## config.mk

```make
export PLATFORM = sky130hd
export DESIGN_NAME = lcd_pattern_gen
export DESIGN_NICKNAME = d
export VERILOG_FILES = /design/src/rtl/lcd_pattern_pkg.sv /design/src/rtl/lcd_btn_debounce.sv /design/src/rtl/lcd_pattern_gen.sv
export SDC_FILE = /design/constraint.sdc
export NUM_CORES = 1
export LEC_CHECK = 0
export ABC_AREA = 1
export CORE_ASPECT_RATIO = 1.25
export CORE_UTILIZATION = 28
export CTS_CLUSTER_DIAMETER = 30
export DETAILED_ROUTE_END_ITERATION = 8
export PLACE_DENSITY = 0.45
export SETUP_SLACK_MARGIN = 0.02
export SLEW_MARGIN = 0
export SYNTH_ARGS = -nofsm -noshare
export SYNTH_HDL_FRONTEND = slang
export SYNTH_SLANG_ARGS = --single-unit
```

## constraint.sdc

```tcl
create_clock -name clk_i -period 2.3 [get_ports clk_i]
set_clock_uncertainty 0.05 [all_clocks]
set_input_delay 0.345 -clock clk_i [delete_from_list [all_inputs] [get_ports clk_i]]
set_output_delay 0.345 -clock clk_i [all_outputs]
set_load 0.02 [all_outputs]
```

## src/rtl/lcd_pattern_pkg.sv

```systemverilog
// ============================================================================
// Module      : lcd_pattern_pkg
// Description : Shared definitions for the LCD test-pattern source: pattern
//               mode encodings, RGB565/RGB332 component widths, colour packing
//               helpers and the colour-bar table.
// Revision    : 1.0 - initial release
// ============================================================================
`default_nettype none

package lcd_pattern_pkg;

  // Pattern modes selectable with the next/prev buttons
  typedef enum logic [2:0] {
    MODE_CHECKER  = 3'd0,
    MODE_BARS     = 3'd1,
    MODE_GRADIENT = 3'd2,
    MODE_SOLID    = 3'd3,
    MODE_GRID     = 3'd4
  } mode_e;

  localparam logic [2:0] MODE_FIRST = 3'd0;
  localparam logic [2:0] MODE_LAST  = 3'd4;

  // Component widths of the two supported pixel formats
  localparam int RGB565_R_BITS = 5;
  localparam int RGB565_G_BITS = 6;
  localparam int RGB565_B_BITS = 5;
  localparam int RGB332_R_BITS = 3;
  localparam int RGB332_G_BITS = 3;
  localparam int RGB332_B_BITS = 2;

  // Colour bars, left to right, as {R,G,B} full-scale enables.
  // Index 0 (leftmost bar) sits in the least significant slot.
  localparam logic [7:0][2:0] BAR_RGB = {
    3'b000,   // 7 black
    3'b001,   // 6 blue
    3'b100,   // 5 red
    3'b101,   // 4 magenta
    3'b010,   // 3 green
    3'b011,   // 2 cyan
    3'b110,   // 1 yellow
    3'b111    // 0 white
  };

  // Components arrive as 8-bit MSB-aligned values; packing keeps the MSBs.
  function automatic logic [15:0] pack_rgb565(input logic [7:0] r,
                                              input logic [7:0] g,
                                              input logic [7:0] b);
    return {r[7 -: RGB565_R_BITS], g[7 -: RGB565_G_BITS], b[7 -: RGB565_B_BITS]};
  endfunction

  function automatic logic [7:0] pack_rgb332(input logic [7:0] r,
                                             input logic [7:0] g,
                                             input logic [7:0] b);
    return {r[7 -: RGB332_R_BITS], g[7 -: RGB332_G_BITS], b[7 -: RGB332_B_BITS]};
  endfunction

endpackage

`default_nettype wire

```

## src/rtl/lcd_btn_debounce.sv

```systemverilog
// ============================================================================
// Module      : lcd_btn_debounce
// Description : Raw button conditioner: 2-FF synchroniser, saturating
//               stable-level counter and one-cycle press pulse on the
//               debounced rising edge.
// Revision    : 1.0 - initial release
// ============================================================================
`default_nettype none

module lcd_btn_debounce #(
  parameter int C_DEBOUNCE_BITS = 16
) (
  input  logic clk_i,
  input  logic resn_i,
  input  logic btn_i,
  output logic press_o
);

  logic                       sync1_q;
  logic                       sync2_q;
  logic                       state_q;
  logic                       state_d;
  logic [C_DEBOUNCE_BITS-1:0] cnt_q;
  logic [C_DEBOUNCE_BITS-1:0] cnt_d;

  // Count while the synchronised level disagrees with the debounced state;
  // accept the new level once the counter has reached all-ones.
  always_comb begin
    state_d = state_q;
    cnt_d   = cnt_q;
    if (sync2_q == state_q) begin
      cnt_d = '0;
    end else if (&cnt_q) begin
      state_d = sync2_q;
      cnt_d   = '0;
    end else begin
      cnt_d = cnt_q + C_DEBOUNCE_BITS'(1);
    end
  end

  // The pulse is asserted in the cycle the state is about to rise, so the
  // consumer registers it on the same edge as the debounced state.
  assign press_o = state_d & ~state_q;

  // Synchroniser, debounced state and stability counter
  always_ff @(posedge clk_i or negedge resn_i) begin
    if (!resn_i) begin
      sync1_q <= 1'b0;
      sync2_q <= 1'b0;
      state_q <= 1'b0;
      cnt_q   <= '0;
    end else begin
      sync1_q <= btn_i;
      sync2_q <= sync1_q;
      state_q <= state_d;
      cnt_q   <= cnt_d;
    end
  end

endmodule

`default_nettype wire

```

## src/rtl/lcd_pattern_gen.sv

```systemverilog
// ============================================================================
// Module      : lcd_pattern_gen
// Description : Parametrised test-pattern source for the SPI LCD path.
//               Answers (x, y) pixel requests combinationally with a colour
//               word; mode is stepped by debounced next/prev buttons; a frame
//               tick marks each return to (0,0).
//               Optional feature macro: LCD_PATTERN_SCROLL_EN - when defined,
//               the pattern scrolls horizontally by one pixel every
//               C_FRAME_DIV frames.
// Revision    : 1.0 - initial release
// ============================================================================
`default_nettype none

module lcd_pattern_gen
  import lcd_pattern_pkg::*;
#(
  parameter int C_X_BITS        = 8,
  parameter int C_Y_BITS        = 8,
  parameter int C_COLOR_BITS    = 16,
  parameter int C_CHECKER_LOG2  = 4,
  parameter int C_DEBOUNCE_BITS = 16,
  parameter int C_FRAME_DIV     = 2
) (
  input  logic                    clk_i,
  input  logic                    resn_i,
  input  logic                    btn_next_i,
  input  logic                    btn_prev_i,
  input  logic [C_X_BITS-1:0]     x_i,
  input  logic [C_Y_BITS-1:0]     y_i,
  output logic [C_COLOR_BITS-1:0] color_o,
  output logic [2:0]              mode_o,
  output logic                    frame_tick_o
);

  // --------------------------------------------------------------------------
  // Elaboration-time parameter checks
  // --------------------------------------------------------------------------
  if (C_CHECKER_LOG2 < 1 || C_CHECKER_LOG2 >= C_X_BITS || C_CHECKER_LOG2 >= C_Y_BITS) begin : g_bad_checker
    $error("lcd_pattern_gen: C_CHECKER_LOG2 must be in 1..min(C_X_BITS,C_Y_BITS)-1");
  end
  if (C_FRAME_DIV < 1 || C_FRAME_DIV > 255) begin : g_bad_frame_div
    $error("lcd_pattern_gen: C_FRAME_DIV must be in 1..255");
  end
  if (C_DEBOUNCE_BITS < 1) begin : g_bad_debounce
    $error("lcd_pattern_gen: C_DEBOUNCE_BITS must be at least 1");
  end

  // --------------------------------------------------------------------------
  // Buttons
  // --------------------------------------------------------------------------
  logic w_next_press;
  logic w_prev_press;

  lcd_btn_debounce #(
    .C_DEBOUNCE_BITS (C_DEBOUNCE_BITS)
  ) u_btn_next (
    .clk_i   (clk_i),
    .resn_i  (resn_i),
    .btn_i   (btn_next_i),
    .press_o (w_next_press)
  );

  lcd_btn_debounce #(
    .C_DEBOUNCE_BITS (C_DEBOUNCE_BITS)
  ) u_btn_prev (
    .clk_i   (clk_i),
    .resn_i  (resn_i),
    .btn_i   (btn_prev_i),
    .press_o (w_prev_press)
  );

  // --------------------------------------------------------------------------
  // Mode register
  // --------------------------------------------------------------------------
  logic [2:0] mode_q;
  logic [2:0] mode_d;
  logic       w_mode_change;

  // Step the mode with wrap-around; simultaneous presses cancel out
  always_comb begin
    mode_d = mode_q;
    if (w_next_press && !w_prev_press) begin
      mode_d = (mode_q == MODE_LAST) ? MODE_FIRST : mode_q + 3'd1;
    end else if (w_prev_press && !w_next_press) begin
      mode_d = (mode_q == MODE_FIRST) ? MODE_LAST : mode_q - 3'd1;
    end
  end

  assign w_mode_change = (mode_d != mode_q);

  // Registered pattern mode
  always_ff @(posedge clk_i or negedge resn_i) begin
    if (!resn_i) begin
      mode_q <= MODE_FIRST;
    end else begin
      mode_q <= mode_d;
    end
  end

  assign mode_o = mode_q;

  // --------------------------------------------------------------------------
  // Frame detection
  // --------------------------------------------------------------------------
  logic [C_X_BITS-1:0] prev_x_q;
  logic [C_Y_BITS-1:0] prev_y_q;
  logic                w_origin;
  logic                w_prev_origin;

  // Remember the previous request so a held (0,0) ticks only once
  always_ff @(posedge clk_i or negedge resn_i) begin
    if (!resn_i) begin
      prev_x_q <= '0;
      prev_y_q <= '0;
    end else begin
      prev_x_q <= x_i;
      prev_y_q <= y_i;
    end
  end

  assign w_origin      = (x_i == '0) && (y_i == '0);
  assign w_prev_origin = (prev_x_q == '0) && (prev_y_q == '0);
  assign frame_tick_o  = w_origin & ~w_prev_origin;

  // --------------------------------------------------------------------------
  // Horizontal scroll offset
  // --------------------------------------------------------------------------
  logic [C_X_BITS-1:0] w_offset;

`ifdef LCD_PATTERN_SCROLL_EN
  logic [7:0]          div_q;
  logic [C_X_BITS-1:0] offset_q;

  // Advance the offset every C_FRAME_DIV frames; a new mode restarts from 0
  always_ff @(posedge clk_i or negedge resn_i) begin
    if (!resn_i) begin
      div_q    <= '0;
      offset_q <= '0;
    end else if (w_mode_change) begin
      div_q    <= '0;
      offset_q <= '0;
    end else if (frame_tick_o) begin
      if (div_q == 8'(C_FRAME_DIV - 1)) begin
        div_q    <= '0;
        offset_q <= offset_q + C_X_BITS'(1);
      end else begin
        div_q <= div_q + 8'd1;
      end
    end
  end

  assign w_offset = offset_q;
`else
  // Static patterns: the mode-change strobe has no consumer here
  logic w_unused_mode_change;
  assign w_unused_mode_change = w_mode_change;
  assign w_offset             = '0;
`endif

  // --------------------------------------------------------------------------
  // Pattern generation
  // --------------------------------------------------------------------------
  logic [C_X_BITS-1:0] w_xs;
  logic [7:0]          w_xs_top;
  logic [7:0]          w_x_top;
  logic [7:0]          w_y_top;
  logic [2:0]          w_bar;
  logic [7:0]          w_r;
  logic [7:0]          w_g;
  logic [7:0]          w_b;

  assign w_xs = x_i + w_offset;

  // MSB-aligned 8-bit views of the coordinates; narrow ones are zero-padded
  if (C_X_BITS >= 8) begin : g_x_msb
    assign w_xs_top = w_xs[C_X_BITS-1 -: 8];
    assign w_x_top  = x_i[C_X_BITS-1 -: 8];
  end else begin : g_x_pad
    assign w_xs_top = {w_xs, {(8-C_X_BITS){1'b0}}};
    assign w_x_top  = {x_i,  {(8-C_X_BITS){1'b0}}};
  end

  if (C_Y_BITS >= 8) begin : g_y_msb
    assign w_y_top = y_i[C_Y_BITS-1 -: 8];
  end else begin : g_y_pad
    assign w_y_top = {y_i, {(8-C_Y_BITS){1'b0}}};
  end

  assign w_bar = BAR_RGB[w_xs_top[7:5]];

  // Per-mode colour components; unknown modes render black
  always_comb begin
    w_r = 8'h00;
    w_g = 8'h00;
    w_b = 8'h00;
    case (mode_e'(mode_q))
      MODE_CHECKER: begin
        if (w_xs[C_CHECKER_LOG2] ^ y_i[C_CHECKER_LOG2]) begin
          w_g = w_xs_top;
        end else begin
          w_r = w_y_top;
        end
      end
      MODE_BARS: begin
        w_r = {8{w_bar[2]}};
        w_g = {8{w_bar[1]}};
        w_b = {8{w_bar[0]}};
      end
      MODE_GRADIENT: begin
        w_r = w_x_top;
        w_g = w_y_top;
      end
      MODE_SOLID: begin
        w_r = 8'hFF;
        w_g = 8'hFF;
        w_b = 8'hFF;
      end
      MODE_GRID: begin
        if ((w_xs[C_CHECKER_LOG2-1:0] == '0) || (y_i[C_CHECKER_LOG2-1:0] == '0)) begin
          w_r = 8'hFF;
          w_g = 8'hFF;
          w_b = 8'hFF;
        end
      end
      default: begin
        w_r = 8'h00;
        w_g = 8'h00;
        w_b = 8'h00;
      end
    endcase
  end

  // Pack into the configured pixel format
  if (C_COLOR_BITS == 16) begin : g_rgb565
    assign color_o = pack_rgb565(w_r, w_g, w_b);
  end else if (C_COLOR_BITS == 8) begin : g_rgb332
    assign color_o = pack_rgb332(w_r, w_g, w_b);
  end else begin : g_bad_color
    $error("lcd_pattern_gen: C_COLOR_BITS must be 16 (RGB565) or 8 (RGB332)");
  end

endmodule

`default_nettype wire

```

Word-level counts from Yosys, hierarchy flattened
Memory sizes are Yosys's and may differ from the RTL's.
Index checks and enable logic that the tools add are counted.
{ "totals": {"regBits": 57, "word_cells": 66, "out_inout_bits": 20, "n_memories": 1, "latchBits": 0, "mem_bits_rw": 0, "rom_bits": 24, "input_bits": 20} }
{ "mem_list": {"columns": ["memory", "depth", "width", "read_ports", "rd_ports_with_merged_regs", "write_ports", "line", "rtl"], "rows": [
  ["(name not given)", 8, 3, 1, 0, 0, "lcd_pattern_gen.sv:189", "assign w_bar = BAR_RGB[w_xs_top[7:5]];"]
]} }
{ "classes": {"order_cmp": 1, "n_addsub": 4, "multipliers": 0, "reduce_logical": 17, "eq_ne": 6, "n_shift": 0, "n_bitwise": 7, "div": 0, "muxes": 19} }
{ "ops": {"columns": ["op", "count"], "rows": [
  ["8-bit one-hot mux with 5 select lines", 2],
  ["16-bit two-way mux", 4],
  ["16-bit by 1-bit adder with 16-bit output, second input constant", 2],
  ["8-bit logical NOT", 4],
  ["16-bit AND reduction", 2],
  ["8-bit two-way mux", 3],
  ["8-bit one-hot mux with 3 select lines", 1],
  ["3-bit two-way mux", 5],
  ["4-bit logical NOT", 2],
  ["3-bit by 2-bit == test with 1-bit output, second input constant", 2],
  ["1-bit logical AND", 4],
  ["3-bit by 4-bit < comparator with 1-bit output, second input constant", 1],
  ["1-bit two-way mux", 4],
  ["3-bit by 1-bit adder with 3-bit output, second input constant", 1],
  ["1-bit bitwise AND", 3],
  ["3-bit by 1-bit == test with 1-bit output, second input constant", 1],
  ["3-bit == test, second input constant", 1],
  ["3-bit logical NOT", 1],
  ["1-bit inverter", 3],
  ["3-bit by 1-bit subtractor with 3-bit output, second input constant", 1],
  ["1-bit == test", 2],
  ["1-bit logical NOT", 2],
  ["2-bit nonzero test", 1],
  ["1-bit logical OR", 1],
  ["1-bit bitwise XOR", 1]
]} }

Depth between registers and ports, before layout
Gate-level depths: netlist of run 1.
{ "logic_depth": {"word_depth": 8, "ltp_mapped": 11, "mapped_depth_nobuf": 11} }

By module
A second synthesis of run 1 with hierarchy kept.
{ "hier_totals": {"hier_cells": 412, "area_unflattened_um2": 3189.3} }
{ "by_module_without_submodules": {"columns": ["mod", "n_inst", "cells_each", "area_each_um2"], "rows": [
  ["lcd_btn_debounce", 2, 117, 969.7],
  ["lcd_pattern_gen", 1, 178, 1249.9]
]} }

Worst setup path after synthesis of run 1
No wires, ideal clock.
{ "synth_timing": {"kind": "register to output", "start": "register mode_q[1], in the netlist mode_o[1]", "end": "output color_o[1]", "slack_ns": 0.116, "stages_incl_launch_ff": 6, "arrival_time_ns": 1.789, "path_buffers": 1, "cell_sequence": "dfrtp_1 > inv_1 > ha_1 > nand2_1 > o21ai_0 > buf_4"} }
{ "synth_between": {"elab_chain_cells": 2, "word_cells_on_any_way": 4, "classes_between": "eq/ne: 3; mux: 1"} }
{ "synth_rtl": {"columns": ["item", "line", "rtl"], "rows": [
  ["start, declared", "lcd_pattern_gen.sv:75", "logic [2:0] mode_q;"],
  ["start signal, assigned", "lcd_pattern_gen.sv:96", "mode_q <= mode_d;"],
  ["3-bit == test, or another cell as far along", "lcd_pattern_gen.sv:196", "case (mode_e'(mode_q))"],
  ["8-bit one-hot mux with 3 select lines *", "lcd_pattern_gen.sv:196", null],
  ["end, declared", "lcd_pattern_gen.sv:30", "output logic [C_COLOR_BITS-1:0] color_o,"]
]} }
Every way passes the cells marked *; elsewhere a longest branch is shown, timed or not.

Worst setup path after layout of run 1
{ "layout_timing": {"start": "register mode_q[1], in the netlist mode_o[1]", "end": "output color_o[12]"} }
{ "layout_between": {"elab_chain_cells": 2, "word_cells_on_any_way": 6, "classes_between": "eq/ne: 4; mux: 1; reduce/logical: 1"} }
{ "layout_rtl": {"columns": ["item", "line"], "rows": [
  ["3-bit == test, or another cell as far along", "lcd_pattern_gen.sv:196"],
  ["8-bit one-hot mux with 5 select lines *", "lcd_pattern_gen.sv:196"]
]} }
Marks and branches as above.

==> results.cfg, run 1 <==
[setup_path]
crit_fanout = 11
path_class = reg2out
worst-r2r-cell-count = 9
r2r-start = u_btn_next.cnt_q[0]$_DFF_PN0_
r2r_end = mode_o[2]$_DFFE_PN0P_
setup.worst_path.end_class = output pin
required_ns = 1.90
critPathLaunchType = register
arrival_ns = 1.80
r2r_slack_ns = 0.24

[pwr]
power_density_nw_per_um2 = 628.5
power.leakage_nw = 1.824
finalPower_w = 0.002565
vdd_ir_drop_max_mv = 0.3193

[floorplanning]
die_h_um = 120.1
start_util_pct = 29.13
rows = 42
die_w_um = 96.46
ios = 40
die_area_um2 = 11580
core_area_um2 = 10720

[sta]
finalSetupTns_ns = 0
tightest_slew_ns = 0.3185
fin_crit_ns = 2.199
final_hold_viol_count = 0
fin_hold_ws_ns = 0.2969
slew_headroom_pct = 78.77
setup_violations = 0
maxSlewViolCount = 0
max_freq_mhz = 454.7
rsz0062_at_grt = no
fin_crit_sh_pct = 95.63

[final_layout]
areaGrowthSynthToFinish_pct = 30.65
fin_cells = 549
n_antenna_cell = 0
fill_cells = 1129
drive_above_1_share_pct = 30.70
final_common_cell = dfrtp_1
most-common-layout-cells = dfrtp_1, nand2_1, nor2_1
fin_util_pct = 38.06
nets = 444
multi_input_area_um2 = 1550
register_area_um2 = 1426

[routing]
first_iter_violations = 109
wl_per_cell_um = 12.79
drc = 0
ant_nets = 0
num_vias = 2420
vias_per_cell = 4.408
drt_wl_total_um = 7023
firstDrtPassIters = 4

[cts]
cts_made_buffers = 9
htreeDepth = 3
clk_pin_slew_ns = 0.05
cts_tree = built
cts_max_path_buffers = 2
clk-insertion-delay-late_ns = 0.33
post_cts_buffers = 0
cts.sinks = 57
cts_root_buf = clkbuf_16

[min_path]
hold_path_end = u_btn_prev.sync2_q$_DFF_PN0_
hold_start = u_btn_prev.sync1_q$_DFF_PN0_
min_path_cells = 0
hold_path.class = reg2reg

[synth]
synth_edf_count = 0
mappedNetlistArea_um2 = 3123
synth.area.top_cells = dfrtp_1, nand2_1, nor2_1, nor2_2, ha_1
synth_seq_cells = 57
syn_avg_cell_area_um2 = 9.078
syn-num-nets = 375
yosysSeqAreaShare_pct = 45.67
async_reset_ff_share_pct = 100.0
syn_inst = 344
ys_warn_count = 0
synth-main-ff-cell = dfrtp_1
ys_types = 35
synth_top_area_share_pct = 45.67
yosysTopAreaCell = dfrtp_1

[global_routing]
grt_max_degree = 58
grt_usage_pct = 13.87
antenna_found_initial = 0
overflow = 0
grt_pass1_wl_um = 11780
grt_pass1_vias = 2502

[placed_design]
place_inst = 533
dp_hpwl_um = 5283
finalWeightedCongestion = 0.8594
port_buffers = 39

[flow_run]
cap_viol_max_count = 0

[outcome]
outcome = finished, final reports clean
-- sequential cells by signal (all words and copies together) (netlist names) --
name and cells:
u_btn_next.cnt_q 16, u_btn_prev.cnt_q 16, prev_x_q 8, prev_y_q 8, mode_o 3, u_btn_next.state_q 1
u_btn_next.sync1_q 1, u_btn_next.sync2_q 1, u_btn_prev.state_q 1, u_btn_prev.sync1_q 1, u_btn_prev.sync2_q 1
-- synthesized netlist by cell type, types with 2 or more instances --
library cell,n
dfrtp_1,57
nand2_1,55
nor2_1,45
inv_1,27
nor2_2,24
nand3_1,19
ha_1,11
nand2_2,11
nand4_1,10
xnor2_1,10
xor2_1,10
nor2_4,8
a21oi_1,6
inv_2,6
a22oi_1,5
nor3_2,5
o21ai_1,5
buf_4,4
o21ai_0,4
nand2_4,3
buf_2,2
nand3_2,2
nor3_1,2
nor4_1,2
-- report_power, final --
group / total, W / internal (W) / switching (W)
logic: 0.000201 / 0.0000873 / 0.000114
registers: 0.00104 / 0.00103 / 0.0000133
clock network: 0.00132 / 0.000885 / 0.000434
total: 0.00256 / 0.00200 / 0.000561
-- critical path, stage by stage (launching register included) --
cell     delay [ns]
dfrtp_1        0.39
buf_4          0.14
ha_1           0.18
ha_1           0.19
nor2_2         0.15
buf_6          0.16
nand4_1        0.08
buf_2          0.18
-- cells by family (layout without fill, tap and decap cells) --
kind of cell | count (synthesis) | after routing | share of synthesized area, %
and+or+nand+nor | 193 | 193 | 34.22
buffers and inverters | 39 | 112 | 5.248
xor gates and xnor gates | 21 | 21 | 6.130
AOI/OAI and AO/OA | 23 | 23 | 4.327
DFF | 57 | 57 | 45.67
adders and majority gates | 11 | 11 | 4.407
-- per-layer routing --
layer	GRT usage, %	wire length, µm
met2	22.01	3511
met4	8.824	214
met1	16.97	3145
met3	2.535	152
met5	0	0
-- metrics by stage --
step	setup WS (ns)	cell area (µm²)
2_1_floorplan	0.1158	3123
3_3_place_gp	-0.3140	3826
3_5_place_dp	-0.3386	3826
4_1_cts	0.007405	4065
5_1_grt	0.02240	4080
6_report	0.1006	4080
-- area by class of cell --
cell class / count / share of cell area, %
inverters: 33 / 3.036
multi-input cells: 248 / 37.99
clock inverters: 3 / 0.9813
well taps: 132 / 4.048
repair buffers: 64 / 12.70
clock buffers: 12 / 6.286
flip-flops and latches: 57 / 34.96
-- what timing repair did --
| action | in CTS | in global routing |
|---|---|---|
| resized for setup | 72 | 6 |
| cloned | 0 | 0 |
| hold endpoints to repair | 57 | 0 |
| hold buffers | 1 | 0 |
| setup endpoints to repair | 17 | 7 |
-- worst max-delay path by stage --
| stage | from | endpoint | depth (start not counted) |
|---|---|---|---|
| after floorplan | mode_o[1]$_DFFE_PN0P_ | color_o[1] | 5 |
| after global placement | y_i[4] | color_o[13] | 8 |
| after detailed placement | y_i[4] | color_o[10] | 7 |
| after CTS | mode_o[1]$_DFFE_PN0P_ | color_o[0] | 7 |
| after global routing | mode_o[0]$_DFFE_PN0P_ | color_o[15] | 8 |
| final | mode_o[1]$_DFFE_PN0P_ | color_o[12] | 7 |
Note: power is estimated with default switching activity, not from simulation.
==> run 2: changes to the inputs <==
--- a/config.mk
+++ b/config.mk
@@ -8,6 +8,7 @@
 export ABC_AREA = 1
 export CORE_ASPECT_RATIO = 1.25
 export CORE_UTILIZATION = 28
+export CTS_BUF_LIST = sky130_fd_sc_hd__clkbuf_8
 export CTS_CLUSTER_DIAMETER = 30
 export DETAILED_ROUTE_END_ITERATION = 8
 export PLACE_DENSITY = 0.45
==> results.cfg, run 2 (same netlist as run 1, synthesis figures left out) <==
[sta]
slew_headroom_pct = 78.90
fin_hold_ws_ns = 0.2993
max_freq_mhz = 449.7
maxSlewViolCount = 0
fin_crit_sh_pct = 96.68
fin_crit_ns = 2.224
final_hold_viol_count = 0
setup_violations = 0
rsz0062_at_grt = yes
tightest_slew_ns = 0.3166

[floorplanning]
die_h_um = 120.1
ios = 40
start_util_pct = 29.13
die_area_um2 = 11580
core_area_um2 = 10720
rows = 42
die_w_um = 96.46

[min_path]
hold_path_end = u_btn_prev.sync2_q$_DFF_PN0_
min_path_cells = 0
hold_path.class = reg2reg
hold_start = u_btn_prev.sync1_q$_DFF_PN0_

[routing]
vias_per_cell = 4.451
first_iter_violations = 118
ant_nets = 0
num_vias = 2448
drt_wl_total_um = 7069
drc = 0
firstDrtPassIters = 4
wl_per_cell_um = 12.85

[final_layout]
final_cell_area_um2 = 3991
most-common-layout-cells = dfrtp_1, nand2_1, nor2_1
reg_top3 = u_btn_next.cnt_q (16), u_btn_prev.cnt_q (16)
final_common_cell = dfrtp_1
n_antenna_cell = 0
drive_above_1_share_pct = 31.10
areaGrowthSynthToFinish_pct = 27.80
nets = 445
fin_util_pct = 37.23

[pwr]
vdd_ir_drop_max_mv = 0.2154
switching_share_pct = 23.50
p_int_w = 0.001661
p_sw_w = 0.0005104
power.leakage_nw = 1.786
clkPwrFrac_pct = 42.7
power_density_nw_per_um2 = 544.1
p_seq_share_pct = 48.0
p_comb_share_pct = 9.3

[cts]
cts_max_path_buffers = 2
clk-insertion-delay-late_ns = 0.34
htreeDepth = 3
cts_root_buf = clkbuf_8
cts_tree = built
post_cts_buffers = 0
cts_made_buffers = 9
clk_pin_slew_ns = 0.06
cts.sinks = 57

[global_routing]
grt_max_degree = 58
grt_pass1_vias = 2511
grt_pass1_wl_um = 11740
overflow = 0
antenna_found_initial = 0
grt_usage_pct = 13.69

[setup_path]
setup.worst_path.end_class = output pin
r2r_slack_ns = 0.24
critPathLaunchType = register
worst-r2r-cell-count = 9
r2r-start = u_btn_next.cnt_q[0]$_DFF_PN0_
required_ns = 1.90
r2r_end = mode_o[2]$_DFFE_PN0P_
crit_fanout = 5
path_class = reg2out
arrival_ns = 1.83

[placed_design]
placed_area_um2 = 3826
finalWeightedCongestion = 0.8594
port_buffers = 39
dp_hpwl_um = 5283

[flow_run]
cap_viol_max_count = 0

[outcome]
outcome = finished, final reports clean
[run 2: timing repair]
item                                    4_1_cts  5_1_grt
resized for setup                            71       11
cloned                                        0        1
endpoints found under the setup margin       17       15
endpoints found under the hold margin        57        0
hold buffers                                  1        0
[run 2: worst max path at each step]
| stage | start | depth (start not counted) | end | slack, ns |
|---|---|---|---|---|
| 6_report | mode_o[1]$_DFFE_PN0P_ | 7 | color_o[5] | 0.08 |
| 3_3_place_gp | y_i[4] | 8 | color_o[13] | -0.31 |
| 2_1_floorplan | mode_o[1]$_DFFE_PN0P_ | 5 | color_o[1] | 0.12 |
| 5_1_grt | mode_o[0]$_DFFE_PN0P_ | 7 | color_o[12] | 0.005 |
| 3_5_place_dp | y_i[4] | 7 | color_o[10] | -0.34 |
| 4_1_cts | mode_o[1]$_DFFE_PN0P_ | 7 | color_o[0] | -0.02 |
[run 2: cell type report]
class / count / area (µm²)
multi-input cells: 248 / 1555
fillers: 1143 / 6729
well taps: 132 / 165.2
clock inverters: 4 / 43.79
flip-flops and latches: 57 / 1426
clock buffers: 11 / 151.4
repair buffers: 65 / 525.5
inverters: 33 / 123.9
[run 2: power by group through the flow]
stage,clock [W],combinational [W],sequential (W)
floorplan,0,0.0000846,0.00106
global placement,0,0.000215,0.00106
detailed placement,0,0.000216,0.00106
CTS,0.000983,0.000206,0.00104
global route,0.00101,0.000224,0.00105
finish,0.000928,0.000201,0.00104
[run 2: routing by layer]
| metal | global-route usage [%] | part of all wire [%] | vias to the layer above |
|---|---|---|---|
| met1 | 16.69 | 44 | 1161 |
| met3 | 2.345 | 2.3 | 15 |
| met2 | 22.23 | 50 | 33 |
| met5 | 0 | 0 | - |
| met4 | 7.996 | 3.2 | 0 |
| li1 | - | - | 1239 |
[run 2: critical path, cell delays in order (launching register included)]
cell and delay [ns]:
dfrtp_1 0.39, buf_4 0.14, ha_1 0.18, ha_1 0.21
nor2_4 0.16, buf_4 0.16, nand4_1 0.07, buf_2 0.18
[run 2: stage by stage]
step | power (W) | instances | setup TNS (ns) | setup slack, ns
final | 0.002172 | 550 | 0 | 0.07643
after global routing | 0.002283 | 550 | 0 | 0.004762
after CTS | 0.002231 | 549 | -0.01562 | -0.01562
after detailed placement | 0.001277 | 533 | -4.604 | -0.3386
after global placement | 0.001276 | 533 | -4.442 | -0.3140
after floorplan | 0.001143 | 344 | 0 | 0.1158
==> run 3: changes to the inputs <==
--- a/config.mk
+++ b/config.mk
@@ -7,11 +7,12 @@
 export LEC_CHECK = 0
 export ABC_AREA = 1
 export CORE_ASPECT_RATIO = 1.25
+export CORE_MARGIN = 2
 export CORE_UTILIZATION = 28
 export CTS_BUF_LIST = sky130_fd_sc_hd__clkbuf_8
 export CTS_CLUSTER_DIAMETER = 30
 export DETAILED_ROUTE_END_ITERATION = 8
-export PLACE_DENSITY = 0.45
+export PLACE_DENSITY = 0.52
 export SETUP_SLACK_MARGIN = 0.02
 export SLEW_MARGIN = 0
 export SYNTH_ARGS = -nofsm -noshare
==> results.cfg, run 3 (same netlist as run 1, synthesis figures left out) <==
[cts]
cts.sinks = 57
post_cts_buffers = 0
clk-insertion-delay-late_ns = 0.34
cts_made_buffers = 9
htreeDepth = 3
cts_max_path_buffers = 2
cts_root_buf = clkbuf_8
cts_tree = built
clk_pin_slew_ns = 0.07

[routing]
first_iter_violations = 138
wl_per_cell_um = 12.12
num_vias = 2459
drc = 0
drt_wl_total_um = 6678
firstDrtPassIters = 4
ant_nets = 0
vias_per_cell = 4.463

[global_routing]
grt_pass1_vias = 2492
grt_usage_pct = 11.86
grt_pass1_wl_um = 11390
overflow = 0
antenna_found_initial = 0
grt_max_degree = 36

[placed_design]
finalWeightedCongestion = 0.7996
port_buffers = 39
place_worst_setup_slack_ns = -0.3076
dp_hpwl_um = 5026
placed_area_um2 = 3820

[final_layout]
fill_cells = 1147
areaGrowthSynthToFinish_pct = 28.65
drive_above_1_share_pct = 31.73
nets = 442
reg_top3 = u_btn_next.cnt_q (16), u_btn_prev.cnt_q (16)
most-common-layout-cells = dfrtp_1, nand2_1, nor2_1
final_cell_area_um2 = 4018
fin_util_pct = 36.61
final_common_cell = dfrtp_1
n_antenna_cell = 0

[sta]
tightest_slew_ns = 0.5321
setup_violations = 0
maxSlewViolCount = 0
slew_headroom_pct = 64.53
rsz0062_at_grt = no
fin_crit_sh_pct = 94.98
final.setup.worst_slack_ns = 0.1155
max_freq_mhz = 457.8
final_hold_viol_count = 0
fin_crit_ns = 2.184

[floorplanning]
die_h_um = 122.1
rows = 43
core_area_um2 = 10980
start_util_pct = 28.45
die_w_um = 98.46
die_area_um2 = 12020
ios = 40

[setup_path]
critPathLaunchType = register
required_ns = 1.90
path_class = reg2out
arrival_ns = 1.79
setup.worst_path.end_class = output pin
crit_fanout = 5

[min_path]
hold_path.class = reg2reg

[flow_run]
cap_viol_max_count = 0

[pwr]
power.leakage_nw = 1.770
vdd_ir_drop_max_mv = 0.2188
power_density_nw_per_um2 = 568.1
finalPower_w = 0.002282

[outcome]
outcome = finished, final reports clean
run 3: cell types whose count changed in the layout (fill, tap and decap cells not counted), moves of 2 or more:
cell,previous run,this run
clkbuf_8,11,9
ha_1,10,7
buf_4,23,20
inv_1,27,25
clkinvlp_4,0,4
ha_2,1,3
run 3: metrics by stage:
| step | std cells | hold slack (ns) | TNS, ns |
|---|---|---|---|
| global route | 551 | 0.3269 | 0 |
| floorplan | 344 | -0.0005911 | 0 |
| detailed placement | 533 | 0.2871 | -4.049 |
| CTS | 550 | 0.3019 | -0.02581 |
| global placement | 533 | 0.2832 | -3.958 |
| finish | 551 | 0.3009 | 0 |
run 3: critical path: stages (launching register included):
cell and delay, ns:
dfrtp_1 0.40, buf_4 0.15, ha_1 0.19, ha_2 0.19
nor2_4 0.11, buf_4 0.16, nand4_1 0.07, buf_2 0.18
run 3: cell type report:
type                            count  area [µm²]  area share (%)
Clock buffer                        9       123.9           3.083
Multi-Input combinational cell    248        1569           39.05
Sequential cell                    57        1426           35.50
Inverter                           33       123.9           3.083
Timing Repair Buffer               62       510.5           12.71
Clock inverter                      7       95.09           2.367
Tap cell                          135       168.9           4.204
run 3: metal layers:
metal  vias up  part of all wire (%)  routed length, µm  track usage, %
li1       1231                     -                  -               -
met1      1166                    43               2866           13.56
met2        49                    51               3411           20.32
met3        13                   3.7                244           3.041
met4         0                   2.3                156           6.336
met5         -                     0                  0               0
run 3: what timing repair did:
item                                   CTS  global route
endpoints found under the hold margin   22             0
gates resized for setup                 73            13
hold buffers                             1             0
setup endpoints to repair               17            17
gates cloned                             0             1
pin swaps                                0             1
run 3: path summary, 6_finish.rpt:
path | from | endpoint | slack [ns] | cells past startpoint
max | mode_o[1]$_DFFE_PN0P_ | color_o[7] | 0.12 | 7
min | u_btn_prev.sync1_q$_DFF_PN0_ | u_btn_prev.sync2_q$_DFF_PN0_ | 0.30 | 0
max reg2reg | u_btn_next.cnt_q[0]$_DFF_PN0_ | mode_o[2]$_DFFE_PN0P_ | 0.23 | 9
min reg2reg | u_btn_prev.sync1_q$_DFF_PN0_ | u_btn_prev.sync2_q$_DFF_PN0_ | 0.30 | 0
max in group asynchronous | resn_i | u_btn_next.cnt_q[15]$_DFF_PN0_ | 1.16 | 3
min in group asynchronous | resn_i | prev_x_q[0]$_DFF_PN0_ | 0.46 | 2
run 3: power by group:
part	internal, W	switching (W)
registers	0.00103	0.0000138
logic	0.0000886	0.000111
clock network	0.000606	0.000434
total	0.00172	0.000559
